File: src/rtl/tc_mul_pkg.sv
// Shared definitions for the TrackletCalculator multiplier family.
// Contents:
//   NUM_STAGE_MIN/MAX : legal pipeline depth range
//   full_w()          : width of the exact signed x unsigned product
//   sat_hi()/sat_lo() : signed saturation bounds for a P_W-bit result
//   cfg_ok()          : parameter legality check used at elaboration
package tc_mul_pkg;

    localparam int NUM_STAGE_MIN = 1;
    localparam int NUM_STAGE_MAX = 6;
    // Bounds are computed at this width and then sliced to the result width.
    localparam int BOUND_W       = 64;

    function automatic int full_w(input int a_w, input int b_w);
        return a_w + b_w;
    endfunction

    function automatic logic signed [BOUND_W-1:0] sat_hi(input int p_w);
        return (64'sd1 <<< (p_w - 1)) - 64'sd1;
    endfunction

    function automatic logic signed [BOUND_W-1:0] sat_lo(input int p_w);
        return -(64'sd1 <<< (p_w - 1));
    endfunction

    function automatic bit cfg_ok(input int num_stage, input int shift,
                                  input int a_w, input int b_w);
        return (num_stage >= NUM_STAGE_MIN) && (num_stage <= NUM_STAGE_MAX) &&
               (shift >= 0) && (shift < full_w(a_w, b_w));
    endfunction

endpackage

File: src/rtl/tc_mul_pipe_if.sv
// Handshake bundle of tc_mul_pipe.
// Input side : in_valid/in_ready, din0 (signed), din1 (unsigned), in_tag
// Output side: out_valid/out_ready, dout, out_tag, ovf
// Status     : ovf_sticky, clr_sticky
// master = producer/consumer around the multiplier, slave = the multiplier.
interface tc_mul_pipe_if
    import tc_mul_pkg::*;
#(
    parameter int A_W   = 18,
    parameter int B_W   = 11,
    parameter int P_W   = 29,
    parameter int TAG_W = 8
);
    logic             in_valid;
    logic             in_ready;
    logic [A_W-1:0]   din0;
    logic [B_W-1:0]   din1;
    logic [TAG_W-1:0] in_tag;
    logic             out_valid;
    logic             out_ready;
    logic [P_W-1:0]   dout;
    logic [TAG_W-1:0] out_tag;
    logic             ovf;
    logic             ovf_sticky;
    logic             clr_sticky;

    modport master (
        output in_valid, din0, din1, in_tag, out_ready, clr_sticky,
        input  in_ready, out_valid, dout, out_tag, ovf, ovf_sticky
    );

    modport slave (
        input  in_valid, din0, din1, in_tag, out_ready, clr_sticky,
        output in_ready, out_valid, dout, out_tag, ovf, ovf_sticky
    );
endinterface

File: src/rtl/tc_mul_narrow.sv
// Combinational round / arithmetic shift / saturate-or-wrap of a signed value.
// Ports:
//   prod : signed IN_W-bit input value
//   dout : P_W-bit result (clamped when SAT=1, low bits when SAT=0)
//   ovf  : the shifted value does not fit the signed P_W range
module tc_mul_narrow
    import tc_mul_pkg::*;
#(
    parameter int IN_W  = 29,
    parameter int P_W   = 29,
    parameter int SHIFT = 0,
    parameter int ROUND = 0,
    parameter int SAT   = 0
) (
    input  logic signed [IN_W-1:0] prod,
    output logic        [P_W-1:0]  dout,
    output logic                   ovf
);
    // One extra bit so the rounding addend can never overflow.
    localparam int RW      = IN_W + 1;
    localparam bit DO_RND  = (ROUND != 0) && (SHIFT > 0);
    localparam int EFF_W   = IN_W - SHIFT + (DO_RND ? 1 : 0);
    localparam int RND_POS = (SHIFT > 0) ? SHIFT - 1 : 0;
    localparam logic signed [RW-1:0] RND =
        DO_RND ? ({{(RW-1){1'b0}}, 1'b1} << RND_POS) : '0;

    logic signed [RW-1:0] rounded_s;
    logic signed [RW-1:0] shifted_s;

    assign rounded_s = RW'(prod) + RND;
    assign shifted_s = rounded_s >>> SHIFT;

    if (P_W >= EFF_W) begin : g_fits
        // Every shifted value is representable, so a resize is exact.
        assign dout = P_W'(shifted_s);
        assign ovf  = 1'b0;
    end else begin : g_narrow
        localparam logic signed [BOUND_W-1:0] HI_W = sat_hi(P_W);
        localparam logic signed [BOUND_W-1:0] LO_W = sat_lo(P_W);
        localparam logic [P_W-1:0] HI = HI_W[P_W-1:0];
        localparam logic [P_W-1:0] LO = LO_W[P_W-1:0];

        // The value fits iff all bits from the result sign bit upward agree.
        logic [RW-P_W:0] top_s;
        assign top_s = shifted_s[RW-1:P_W-1];
        assign ovf   = ~((&top_s) | ~(|top_s));

        // Select clamped bound or wrapped low bits.
        always_comb begin
            dout = shifted_s[P_W-1:0];
            if ((SAT != 0) && ovf) begin
                if (top_s[RW-P_W]) begin
                    dout = LO;
                end else begin
                    dout = HI;
                end
            end else begin
                dout = shifted_s[P_W-1:0];
            end
        end
    end

endmodule

File: src/rtl/tc_mul_pipe.sv
// Pipelined signed(din0) x unsigned(din1) multiplier with valid/ready flow
// control, optional rounding shift, saturation and overflow reporting.
// Ports:
//   ap_clk, ap_rst : clock, asynchronous active-high reset
//   bus (slave)    : operand/result handshake, tag sideband, ovf/ovf_sticky
// Structure: NUM_STAGE-1 operand registers, then the multiply and narrow
// feed the output register. Whole pipe advances when the output is free.
module tc_mul_pipe
    import tc_mul_pkg::*;
#(
    parameter int A_W       = 18,
    parameter int B_W       = 11,
    parameter int P_W       = 29,
    parameter int SHIFT     = 0,
    parameter int ROUND     = 0,
    parameter int SAT       = 0,
    parameter int NUM_STAGE = 3,
    parameter int TAG_W     = 8
) (
    input logic          ap_clk,
    input logic          ap_rst,
    tc_mul_pipe_if.slave bus
);
    localparam int FW = full_w(A_W, B_W);

    if (!cfg_ok(NUM_STAGE, SHIFT, A_W, B_W)) begin : g_bad_cfg
        $error("tc_mul_pipe: NUM_STAGE must be 1..6 and SHIFT < A_W+B_W");
    end

    logic                    adv_s;
    logic signed [A_W-1:0]   src_a_s;
    logic        [B_W-1:0]   src_b_s;
    logic        [TAG_W-1:0] src_tag_s;
    logic                    src_vld_s;
    logic signed [FW-1:0]    prod_s;
    logic        [P_W-1:0]   nar_dout_s;
    logic                    nar_ovf_s;
    logic                    out_vld_r;
    logic        [P_W-1:0]   dout_r;
    logic        [TAG_W-1:0] tag_r;
    logic                    ovf_r;
    logic                    sticky_r;

    // An empty or draining output slot lets every stage move one step.
    assign adv_s = bus.out_ready | ~out_vld_r;

    if (NUM_STAGE == 1) begin : g_direct
        assign src_a_s   = bus.din0;
        assign src_b_s   = bus.din1;
        assign src_tag_s = bus.in_tag;
        assign src_vld_s = bus.in_valid;
    end else begin : g_opnd
        localparam int D = NUM_STAGE - 1;
        logic [A_W-1:0]   a_r   [D];
        logic [B_W-1:0]   b_r   [D];
        logic [TAG_W-1:0] tg_r  [D];
        logic             vld_r [D];

        // Operand delay line; stage 0 captures the accepted input beat.
        always_ff @(posedge ap_clk or posedge ap_rst) begin
            if (ap_rst) begin
                for (int i = 0; i < D; i++) begin
                    vld_r[i] <= 1'b0;
                    a_r[i]   <= '0;
                    b_r[i]   <= '0;
                    tg_r[i]  <= '0;
                end
            end else if (adv_s) begin
                vld_r[0] <= bus.in_valid;
                a_r[0]   <= bus.din0;
                b_r[0]   <= bus.din1;
                tg_r[0]  <= bus.in_tag;
                for (int i = 1; i < D; i++) begin
                    vld_r[i] <= vld_r[i-1];
                    a_r[i]   <= a_r[i-1];
                    b_r[i]   <= b_r[i-1];
                    tg_r[i]  <= tg_r[i-1];
                end
            end
        end

        assign src_a_s   = a_r[D-1];
        assign src_b_s   = b_r[D-1];
        assign src_tag_s = tg_r[D-1];
        assign src_vld_s = vld_r[D-1];
    end

    // din1 gets a zero sign bit so it multiplies as a non-negative value.
    assign prod_s = FW'(src_a_s) * FW'($signed({1'b0, src_b_s}));

    tc_mul_narrow #(
        .IN_W  (FW),
        .P_W   (P_W),
        .SHIFT (SHIFT),
        .ROUND (ROUND),
        .SAT   (SAT)
    ) u_narrow (
        .prod (prod_s),
        .dout (nar_dout_s),
        .ovf  (nar_ovf_s)
    );

    // Output register: holds its beat while downstream stalls.
    always_ff @(posedge ap_clk or posedge ap_rst) begin
        if (ap_rst) begin
            out_vld_r <= 1'b0;
            dout_r    <= '0;
            tag_r     <= '0;
            ovf_r     <= 1'b0;
        end else if (adv_s) begin
            out_vld_r <= src_vld_s;
            dout_r    <= nar_dout_s;
            tag_r     <= src_tag_s;
            ovf_r     <= nar_ovf_s;
        end
    end

    // Sticky overflow flag; a clear request wins over a same-cycle set.
    always_ff @(posedge ap_clk or posedge ap_rst) begin
        if (ap_rst) begin
            sticky_r <= 1'b0;
        end else if (bus.clr_sticky) begin
            sticky_r <= 1'b0;
        end else if (out_vld_r && bus.out_ready && ovf_r) begin
            sticky_r <= 1'b1;
        end
    end

    assign bus.in_ready   = adv_s;
    assign bus.out_valid  = out_vld_r;
    assign bus.dout       = dout_r;
    assign bus.out_tag    = tag_r;
    assign bus.ovf        = ovf_r;
    assign bus.ovf_sticky = sticky_r;

endmodule

File: src/flat_wrapper.sv
// flat-port wrapper written by rule: the top's interface ports become plain ports
module tc_mul_pipe_flat import tc_mul_pkg::*;
#(
    parameter int A_W       = 18,
    parameter int B_W       = 11,
    parameter int P_W       = 29,
    parameter int SHIFT     = 0,
    parameter int ROUND     = 0,
    parameter int SAT       = 0,
    parameter int NUM_STAGE = 3,
    parameter int TAG_W     = 8
)
  (ap_clk, ap_rst, bus_in_valid, bus_din0, bus_din1, bus_in_tag, bus_out_ready, bus_clr_sticky, bus_in_ready, bus_out_valid, bus_dout, bus_out_tag, bus_ovf, bus_ovf_sticky);
  tc_mul_pipe_if #(.A_W(A_W), .B_W(B_W), .P_W(P_W), .TAG_W(TAG_W)) bus_i ();
  input logic ap_clk;
  input logic ap_rst;
  input wire logic [$bits(bus_i.in_valid)-1:0] bus_in_valid;
  input wire logic [$bits(bus_i.din0)-1:0] bus_din0;
  input wire logic [$bits(bus_i.din1)-1:0] bus_din1;
  input wire logic [$bits(bus_i.in_tag)-1:0] bus_in_tag;
  input wire logic [$bits(bus_i.out_ready)-1:0] bus_out_ready;
  input wire logic [$bits(bus_i.clr_sticky)-1:0] bus_clr_sticky;
  output wire logic [$bits(bus_i.in_ready)-1:0] bus_in_ready;
  output wire logic [$bits(bus_i.out_valid)-1:0] bus_out_valid;
  output wire logic [$bits(bus_i.dout)-1:0] bus_dout;
  output wire logic [$bits(bus_i.out_tag)-1:0] bus_out_tag;
  output wire logic [$bits(bus_i.ovf)-1:0] bus_ovf;
  output wire logic [$bits(bus_i.ovf_sticky)-1:0] bus_ovf_sticky;
  assign bus_i.in_valid = bus_in_valid;
  assign bus_i.din0 = bus_din0;
  assign bus_i.din1 = bus_din1;
  assign bus_i.in_tag = bus_in_tag;
  assign bus_i.out_ready = bus_out_ready;
  assign bus_i.clr_sticky = bus_clr_sticky;
  assign bus_in_ready = bus_i.in_ready;
  assign bus_out_valid = bus_i.out_valid;
  assign bus_dout = bus_i.dout;
  assign bus_out_tag = bus_i.out_tag;
  assign bus_ovf = bus_i.ovf;
  assign bus_ovf_sticky = bus_i.ovf_sticky;
  tc_mul_pipe #(.A_W(A_W), .B_W(B_W), .P_W(P_W), .SHIFT(SHIFT), .ROUND(ROUND), .SAT(SAT), .NUM_STAGE(NUM_STAGE), .TAG_W(TAG_W)) u_core (.ap_clk(ap_clk), .ap_rst(ap_rst), .bus(bus_i));
endmodule
File: config.mk
export PLATFORM = sky130hd
export DESIGN_NAME = tc_mul_pipe_flat
export DESIGN_NICKNAME = d
export VERILOG_FILES = /design/src/rtl/tc_mul_pkg.sv /design/src/rtl/tc_mul_pipe_if.sv /design/src/rtl/tc_mul_narrow.sv /design/src/rtl/tc_mul_pipe.sv /design/src/flat_wrapper.sv
export SDC_FILE = /design/constraint.sdc
export NUM_CORES = 1
export LEC_CHECK = 0
export ABC_AREA = 1
export CAP_MARGIN = 20
export CORE_MARGIN = 2
export CORE_UTILIZATION = 55
export CTS_CLUSTER_DIAMETER = 60
export DETAILED_ROUTE_END_ITERATION = 10
export GPL_TIMING_DRIVEN = 0
export PLACE_DENSITY = 0.77
export SLEW_MARGIN = 10
export SYNTH_ARGS = -nofsm -noshare
export SYNTH_HDL_FRONTEND = slang
export SYNTH_HIERARCHICAL = 1
export SYNTH_SLANG_ARGS = --single-unit
File: constraint.sdc
create_clock -name ap_clk -period 5.05 [get_ports ap_clk]
set_input_delay 1.01 -clock ap_clk [delete_from_list [all_inputs] [get_ports ap_clk]]
set_output_delay 1.01 -clock ap_clk [all_outputs]
set_load 0.01 [all_outputs]
# Yosys cells after proc, flatten, opt, wreduce, memory -nomap -nowiden
# Cells that the tools add are included.
# totals
regBits	115
out_inout_bits	41
# op_classes
bitwise	2
n_mul	1
muxes	1
# op_table
cell	n
multiplier 18 x 12 -> 29 bit	1
2-to-1 mux 1 bit	1
NOT 1 bit	1
bitwise OR 1 bit	1

# Depth between registers and ports, before layout
# Gate-level depths: netlist (run 1).
# depth
ltp_word	2
mapped_depth	27
ltp_nobuf	24

# By module
# The synthesis (run 1) kept the hierarchy.
# by_module_without_submodules
module	instances	area_per_inst_um2	cells_per_inst	seq_area_each_um2
tc_mul_pipe	1	12185.4	1480	2902.8
tc_mul_narrow	1	229.0	31	0.0

# Least setup slack after synthesis (run 1)
# No wires, ideal clock.
# synth_path
path_kind	reg-to-reg
start	register u_core.g_opnd.b_r (netlist bit u_core/src_b_s[6])
end	register u_core.dout_r[17] (netlist: u_core/bus.dout[17])
period_less_slack_ps	5056
setup_time_ps	125
path_slack_ps	-6
path_buffers	3
required_time_ps	4925
arrival_time_ps	4931
stages_incl_launch_ff	22
cell_sequence	dfrtp_1 > clkbuf_1 > buf_1 > nand2_1 > fa_1 > inv_1 > fa_1 > fa_1 > fa_1 > inv_1 > fa_1 > inv_1 > ha_1 > nand2_2 > inv_1 > a21oi_2 > nor2_1 > nor2_1 > nand2_1 > xor2_1 > buf_4 > mux2_2
# synth_between
elab_chain_len	1
# synth_rtl
item	line	text
start: declaration	tc_mul_pipe.sv:55	logic [B_W-1:0] b_r [D];
start signal: indexed assignment	tc_mul_pipe.sv:76	b_r[i] <= b_r[i-1];
multiplier 18 x 12 -> 29 bit	tc_mul_pipe.sv:89	assign prod_s = FW'(src_a_s) * FW'($signed({1'b0, src_b_s}));
net u_core.prod_s[17]	tc_mul_pipe.sv:35	logic signed [FW-1:0] prod_s;
end signal: assignment	tc_mul_pipe.sv:112	dout_r <= nar_dout_s;
end: declaration	tc_mul_pipe.sv:39	logic [P_W-1:0] dout_r;
# The timed path passes the listed nets, and every way through them passes these cells.
# A chain may end at the register's enable or synchronous reset.

# Worst setup path in the final report (run 1)
# layout_path
start	register u_core.g_opnd.b_r (netlist bit u_core/src_b_s[6])
end	register u_core.dout_r[22] (netlist: u_core/bus.dout[22])
# The elaborated chain is that of the path after synthesis.

==> results by group, run 1 <==
STA
  – Share of the clock period used by the worst path: 100%
  – Final setup vio count: 1
  – Worst setup skew after layout: 0.0145 ns
  – Post-layout min period: 5.07 ns
  – RSZ-0062 raised after global routing: true
  – Max-Slew Margin vs Limit: 63.6%
  – Number of hold-slack violations in the final timing report: 0
  – Highest attainable clock frequency: 197 MHz
  – Slack of the critical path: -0.0170 ns
  – Sum Neg Setup Slack: -0.0170 ns
  – Actual transition at the worst max-transition pin: 0.546 ns
  – Count of pins over their slew limit: 0

Clocking
  – Insertion delay to the later sink of the worst-skew pair: 0.41 ns
  – Number of buffers created by CTS: 17
  – Cell at the root of the clock tree: sky130_fd_sc_hd__clkbuf_16
  – Clock-pin slew on the worst setup and hold paths: 0.06 ns
  – Sinks on the clock net: 116
  – CTS HTree Levels: 4
  – Max Buffers Root-to-Sink: 2
  – Number of buffers inserted by hold repair at cts: 0
  – TritonCTS clock tree: yes

Worst setup path
  – Worst setup path class: reg2reg
  – Crit. End Element: register
  – Worst path max stage delay: 0.58 ns
  – CP max-delay cell: sky130_fd_sc_hd__fa_1
  – Cell seen most often among critical-path stages: sky130_fd_sc_hd__fa_1
  – Maximum fanout along the worst path: 10
  – CP Cell Sequence: buf_12, buf_12, nand2_1, fa_1, inv_1, fa_1, fa_1, fa_1, inv_1, fa_1, inv_1, ha_4, nand2_1, inv_2, nand2_1, nor2_2, nand4_1, nand4_1, nand2_1, buf_4, mux2_2
  – CP required: 5.34 ns
  – Critical Path AT: 5.36 ns
  – Crit start category: register

Floorplanning
  – DIE AREA: 23,800 um^2
  – Placement row count: 54
  – Initial core utilization: 56.5%
  – Vertical die dimension: 154 um
  – Overall die width: 154 um
  – Core Box Area: 22,000 um^2
  – Number of I/O pins: 83

Cells and area
  – Number of nets in the final layout: 1,907
  – Fillcell total: 1,643
  – Antenna cell count: 0
  – Layout cell share with drive strength beyond 1: 17.9%
  – Area growth from synthesis to layout: 20.6%

Synthesis
  – Synthesized netlist net count: 1,792
  – Area share of the largest cell type after synthesis: 28.4%
  – Yosys top cell by area: sky130_fd_sc_hd__fa_1
  – Leading post-synthesis cells by cell area: sky130_fd_sc_hd__fa_1, sky130_fd_sc_hd__dfrtp_1, sky130_fd_sc_hd__inv_1, sky130_fd_sc_hd__nand2_1, sky130_fd_sc_hd__ha_1
  – Per-instance average area after synthesis: 8.22 um^2
  – Seq cells post-synth: 116
  – Ys flop type: sky130_fd_sc_hd__dfrtp_1
  – Seq/Total Area, Yosys: 23.4%
  – Gate count after technology mapping: 1,511
  – Commonest cells post-synth: sky130_fd_sc_hd__inv_1, sky130_fd_sc_hd__nand2_1, sky130_fd_sc_hd__fa_1, sky130_fd_sc_hd__dfrtp_1, sky130_fd_sc_hd__ha_1
  – Ys async rst share: 100%
  – Number of enable flip-flop cells after synthesis: 0
  – Synth Cell Area: 12,400 um^2
  – Number of distinct library cells after synthesis: 33
  – Yosys warnings: 6
  – Most frequent cell after synthesis: sky130_fd_sc_hd__inv_1

Detailed routing
  – Count of vias placed by the detailed router: 10,118
  – Detailed Route Iter0 Violations: 581
  – DRT Pass-1 Iters: 6
  – DRT Wirelength: 31,300 um
  – Average wire per standard cell: 16.3 um
  – Via density per instance: 5.27
  – Count of antenna-violating nets left after detailed routing: 0
  – DRC viols: 0

Outcome
  – Status: complete, but fails checks
  – Failing checks: negative setup slack

Placement
  – Place WS: -0.884 ns
  – Post-detail-place hpwl: 22,800 um
  – Routability-driven placement congestion ratio: 0.917
  – Port Buffer Count: 82

Global routing
  – Number of global-route vias before repair: 10,905
  – Total GRT Usage: 27.5%
  – Wire length of the first global-routing pass: 51,600 um
  – GR Overflow Total: 0
  – Largest net degree at the start of global routing: 91
  – Number of antenna violations at the first check in global routing: 0

Run
  – Reported max-cap violation count: 0

Hold path
  – Type of the worst min-delay path: reg2reg
[worst max-delay path, delay by kind of cell (launching register included)]
family,cells,cell delay (ns)
buf+inv,7,0.61
simple gates,7,0.85
mux,1,0.25
fa+ha+maj,6,2.83
flops,1,0.41
[cells by family after synthesis]
logic type	share of synthesized area (%)
AOI/OAI and AO/OA	4.37
xor gates and xnor gates	1.13
adders and majority gates	34.7
buffers and inverters	15.8
DFF	23.4
muxes	3.54
other	0.0302
and+or+nand+nor	17.0
[timing repair]
item / CTS / global route
setup endpoints to repair: 21 / 17
pin swaps: 7 / 27
buffers inserted: 12 / 14
resized for setup: 90 / 87
gates cloned: 0 / 1
[placed cells by master, fill, tap and decap left out, drive strengths merged]
cell | netlist | layout
inv | 395 | 406
nand2 | 397 | 397
fa | 176 | 176
dfrtp | 116 | 116
buf | 50 | 85
clkdlybuf4s50 | 0 | 82
nor2 | 66 | 66
ha | 63 | 63
a21oi | 59 | 59
o21ai | 45 | 45
mux2 | 39 | 39
clkbuf | 41 | 37
nand3 | 27 | 27
xor2 | 14 | 14
nand4 | 10 | 10
clkinv | 1 | 5
nor3 | 3 | 3
xnor2 | 2 | 2
nand3b | 2 | 2
o21bai | 2 | 2
and3 | 1 | 1
and2 | 1 | 1
conb | 1 | 1
[sequential cells by signal, indices dropped and copies added (netlist names)]
name                   count
u_core/g_opnd.tg_r         8
u_core/bus.out_valid       1
u_core/src_a_s            18
u_core/src_b_s            11
u_core/bus.ovf             1
u_core/bus.out_tag         8
u_core/g_opnd.a_r         18
u_core/bus.ovf_sticky      1
u_core/g_opnd.vld_r        1
u_core/src_tag_s           8
u_core/src_vld_s           1
u_core/bus.dout           29
u_core/g_opnd.b_r         11
[through the flow]
step | hold WS [ns] | cells | utilization, % | cell area [um^2]
finish | 0.485 | 1919 | 68.2 | 15000
CTS | 0.481 | 1905 | 66.3 | 14600
detailed placement | 0.481 | 1874 | 62.0 | 13600
global placement | 0.440 | 1873 | 61.9 | 13600
floorplan | 0.420 | 1511 | - | 12400
global route | 0.483 | 1919 | 68.2 | 15000
[routing by layer]
| metal | global-route usage, % | share of wire, % | up-vias |
|---|---|---|---|
| met2 | 48.6 | 51 | 441 |
| met1 | 33.7 | 38 | 4988 |
| li1 | - | - | 4581 |
| met3 | 4.68 | 6.6 | 108 |
| met5 | 0 | 0 | - |
| met4 | 10.8 | 4.1 | 0 |
[final cells by class]
class / instances / area (um^2) / area share (%)
inverters: 396 / 1490 / 9.96
repair buffers: 110 / 1110 / 7.41
clock inverters: 15 / 134 / 0.894
flip-flops and latches: 116 / 2920 / 19.5
multi-input cells: 908 / 7950 / 53.1
clock buffers: 17 / 425 / 2.84
plain buffers: 77 / 591 / 3.94
well taps: 280 / 350 / 2.34
[worst paths after layout]
path,from,slack [ns],end,cells after the start
max,u_core/src_b_s[6]$_DFFE_PP0P_,-0.02,u_core/bus.dout[22]$_DFFE_PP0P_,21
min,u_core/src_vld_s$_DFFE_PP0P_,0.48,u_core/bus.out_valid$_DFFE_PP0P_,2
max reg2reg,u_core/src_b_s[6]$_DFFE_PP0P_,-0.02,u_core/bus.dout[22]$_DFFE_PP0P_,21
min reg2reg,u_core/src_vld_s$_DFFE_PP0P_,0.48,u_core/bus.out_valid$_DFFE_PP0P_,2
max in group asynchronous,ap_rst,3.36,u_core/src_b_s[6]$_DFFE_PP0P_,3
min in group asynchronous,ap_rst,0.94,u_core/bus.dout[28]$_DFFE_PP0P_,2
Power of run 1 is not shown: default switching activity piles up to over one toggle a cycle in this logic, so the estimate is an artifact.
==> inputs of run 2 (changes only) <==
--- a/config.mk
+++ b/config.mk
@@ -8,11 +8,12 @@
 export ABC_AREA = 1
 export CAP_MARGIN = 20
 export CORE_MARGIN = 2
-export CORE_UTILIZATION = 55
+export CORE_UTILIZATION = 48
 export CTS_CLUSTER_DIAMETER = 60
 export DETAILED_ROUTE_END_ITERATION = 10
 export GPL_TIMING_DRIVEN = 0
-export PLACE_DENSITY = 0.77
+export HOLD_SLACK_MARGIN = 0.12
+export PLACE_DENSITY = 0.69
 export SLEW_MARGIN = 10
 export SYNTH_ARGS = -nofsm -noshare
 export SYNTH_HDL_FRONTEND = slang
==> results by group, run 2 (same netlist as run 1, synthesis figures left out) <==
Outcome
  – Status: complete, but fails checks (unchanged)
  – Failing checks: negative setup slack (unchanged)

Clocking
  – Clock-pin slew on the worst setup and hold paths: 0.07 ns (was 0.06 ns)
  – Number of buffers created by CTS: 17 (unchanged)
  – Number of buffers inserted by hold repair at cts: 0 (unchanged)
  – Sinks on the clock net: 116 (unchanged)
  – Max Buffers Root-to-Sink: 2 (unchanged)
  – CTS HTree Levels: 4 (unchanged)
  – TritonCTS clock tree: yes (unchanged)
  – Cell at the root of the clock tree: sky130_fd_sc_hd__clkbuf_16 (unchanged)
  – Insertion delay to the later sink of the worst-skew pair: 0.42 ns (was 0.41 ns)

Cells and area
  – Number of flip-flops in the largest register: 29 (unchanged)
  – Antenna cell count: 0 (unchanged)
  – Layout cell share with drive strength beyond 1: 22.2% (was 17.9%)
  – Most common cell after layout, fill and taps aside: sky130_fd_sc_hd__inv_1 (unchanged)
  – Area growth from synthesis to layout: 24.5% (was 20.6%)
  – Most frequent cells in the layout: sky130_fd_sc_hd__inv_1, sky130_fd_sc_hd__nand2_1, sky130_fd_sc_hd__fa_1 (unchanged)
  – Cell Count, Final, Fillers Out: 1,990 (was 1,919)
  – Share of the core filled with cells: 61.2% (was 68.2%)
  – Number of nets in the final layout: 1,928 (was 1,907)

Detailed routing
  – DRT Wirelength: 31,200 um (was 31,300 um)
  – Count of antenna-violating nets left after detailed routing: 0 (unchanged)
  – Via density per instance: 5.04 (was 5.27)
  – DRC viols: 0 (unchanged)
  – DRT Pass-1 Iters: 6 (unchanged)
  – Average wire per standard cell: 15.7 um (was 16.3 um)
  – Detailed Route Iter0 Violations: 588 (was 581)
  – Count of vias placed by the detailed router: 10,037 (was 10,118)

Global routing
  – GR Overflow Total: 0 (unchanged)
  – Largest net degree at the start of global routing: 91 (unchanged)
  – Wire length of the first global-routing pass: 50,500 um (was 51,600 um)
  – Total GRT Usage: 23.8% (was 27.5%)
  – Number of global-route vias before repair: 10,519 (was 10,905)
  – Number of antenna violations at the first check in global routing: 0 (unchanged)

Floorplanning
  – DIE AREA: 27,200 um^2 (was 23,800 um^2)
  – Placement row count: 58 (was 54)
  – Number of I/O pins: 83 (unchanged)
  – Overall die width: 165 um (was 154 um)
  – Initial core utilization: 49.2% (was 56.5%)
  – Vertical die dimension: 165 um (was 154 um)
  – Core Box Area: 25,300 um^2 (was 22,000 um^2)

Placement
  – Routability-driven placement congestion ratio: 0.910 (was 0.917)
  – Post-Place Cells: 1,924 (was 1,874)
  – Post-detail-place hpwl: 22,600 um (was 22,800 um)
  – Port Buffer Count: 82 (unchanged)

Worst setup path
  – Worst Setup EP: u_core/bus.dout[26]$_DFFE_PP0P_ (was u_core/bus.dout[22]$_DFFE_PP0P_)
  – Cell count of the worst reg-to-reg path: 21 (unchanged)
  – CP required: 5.35 ns (was 5.34 ns)
  – R2R Path Start: u_core/src_b_s[8]$_DFFE_PP0P_ (was u_core/src_b_s[6]$_DFFE_PP0P_)
  – Origin of the worst setup path: u_core/src_b_s[8]$_DFFE_PP0P_ (was u_core/src_b_s[6]$_DFFE_PP0P_)
  – Terminus of the critical flop-to-flop path: u_core/bus.dout[26]$_DFFE_PP0P_ (was u_core/bus.dout[22]$_DFFE_PP0P_)
  – Register-to-Register Setup Slack: -0.04 ns (was -0.02 ns)
  – Crit. End Element: register (unchanged)
  – Critical Path AT: 5.39 ns (was 5.36 ns)
  – Maximum fanout along the worst path: 4 (was 10)
  – Crit start category: register (unchanged)
  – Worst setup path class: reg2reg (unchanged)

STA
  – Post-layout min period: 5.09 ns (was 5.07 ns)
  – RSZ-0062 raised after global routing: true (unchanged)
  – Worst setup skew after layout: 0.0193 ns (was 0.0145 ns)
  – Count of pins over their slew limit: 0 (unchanged)
  – Share of the clock period used by the worst path: 101% (was 100%)
  – Number of hold-slack violations in the final timing report: 0 (unchanged)
  – Hold slack final: 0.474 ns (was 0.485 ns)
  – Highest attainable clock frequency: 197 MHz (about the same)
  – Slack of the critical path: -0.0364 ns (was -0.0170 ns)
  – Final setup vio count: 1 (unchanged)

Hold path
  – Type of the worst min-delay path: reg2reg (unchanged)

Run
  – Reported max-cap violation count: 0 (unchanged)
[run 2: changes by cell type in the layout (fill, tap and decap cells not counted), sizes merged]
cell / change
clkinvlp: +2
buf: +22
clkinv: -3
inv: +1
clkbuf: -1
[run 2: worst min-delay path by stage]
stage	from	endpoint	slack, ns	cells after the start
finish	u_core/src_vld_s$_DFFE_PP0P_	u_core/bus.out_valid$_DFFE_PP0P_	0.47	2
global placement	u_core/src_vld_s$_DFFE_PP0P_	u_core/bus.out_valid$_DFFE_PP0P_	0.44	2
floorplan	u_core/src_vld_s$_DFFE_PP0P_	u_core/bus.out_valid$_DFFE_PP0P_	0.42	2
global route	u_core/src_vld_s$_DFFE_PP0P_	u_core/bus.out_valid$_DFFE_PP0P_	0.51	2
CTS	u_core/src_vld_s$_DFFE_PP0P_	u_core/bus.out_valid$_DFFE_PP0P_	0.48	2
detailed placement	u_core/src_vld_s$_DFFE_PP0P_	u_core/bus.out_valid$_DFFE_PP0P_	0.47	2
[run 2: metal layers]
layer / track usage, % / part of all wire (%) / routed length (um)
met1: 29.9 / 40 / 12400
met3: 3.74 / 5.0 / 1560
met2: 42.1 / 52 / 16300
met4: 7.83 / 2.8 / 885
met5: 0 / 0 / 0
[run 2: layout make-up]
cell class	instances	area (um^2)
fill	2113	9800
multi-input combinational	908	8180
sequential	116	2920
inverter	396	1500
timing repair buffer	134	1300
buffer	74	566
clock buffer	17	425
tap	330	413
clock inverter	15	154
[run 2: critical path, cell delays in order (launching register included)]
cell                      delay, ns
sky130_fd_sc_hd__dfrtp_2       0.47
sky130_fd_sc_hd__buf_6         0.13
sky130_fd_sc_hd__buf_6         0.09
sky130_fd_sc_hd__nand2_2       0.05
sky130_fd_sc_hd__fa_1          0.49
sky130_fd_sc_hd__inv_1         0.06
sky130_fd_sc_hd__fa_1          0.48
sky130_fd_sc_hd__fa_2          0.50
sky130_fd_sc_hd__fa_1          0.55
sky130_fd_sc_hd__inv_2         0.05
sky130_fd_sc_hd__fa_1          0.56
sky130_fd_sc_hd__inv_2         0.06
sky130_fd_sc_hd__ha_4          0.32
sky130_fd_sc_hd__nand2_4       0.08
sky130_fd_sc_hd__inv_4         0.07
sky130_fd_sc_hd__nand2_4       0.07
sky130_fd_sc_hd__nor3_2        0.20
sky130_fd_sc_hd__nand3_1       0.19
sky130_fd_sc_hd__nand4_1       0.14
sky130_fd_sc_hd__nand2_1       0.06
sky130_fd_sc_hd__buf_4         0.12
sky130_fd_sc_hd__mux2_2        0.25
[run 2: what timing repair did]
item | in CTS | in global routing
endpoints found under the setup margin | 20 | 17
cloned | 0 | 1
pin swaps | 8 | 82
resized for setup | 84 | 180
hold endpoints to repair | 0 | 0
setup buffers | 18 | 34
[run 2: metrics by stage]
stage / setup TNS [ns] / instance area (um^2) / setup WS [ns]
floorplan: 0 / 12400 / 0.0139
global placement: -110.41 / 13700 / -0.878
detailed placement: -14.11 / 13700 / -0.852
CTS: -0.0367 / 14600 / -0.0367
global route: -1.22 / 15500 / -0.168
finish: -0.0364 / 15500 / -0.0364
Power of run 2 is left out for the same reason.
==> inputs of run 3 (changes only) <==
--- a/config.mk
+++ b/config.mk
@@ -9,7 +9,7 @@
 export CAP_MARGIN = 20
 export CORE_MARGIN = 2
 export CORE_UTILIZATION = 48
-export CTS_CLUSTER_DIAMETER = 60
+export CTS_CLUSTER_SIZE = 28
 export DETAILED_ROUTE_END_ITERATION = 10
 export GPL_TIMING_DRIVEN = 0
 export HOLD_SLACK_MARGIN = 0.12
==> results of run 3 <==
The final DEF is identical to that of run 2; final timing and power are the same.
Power of run 3 is left out for the same reason.
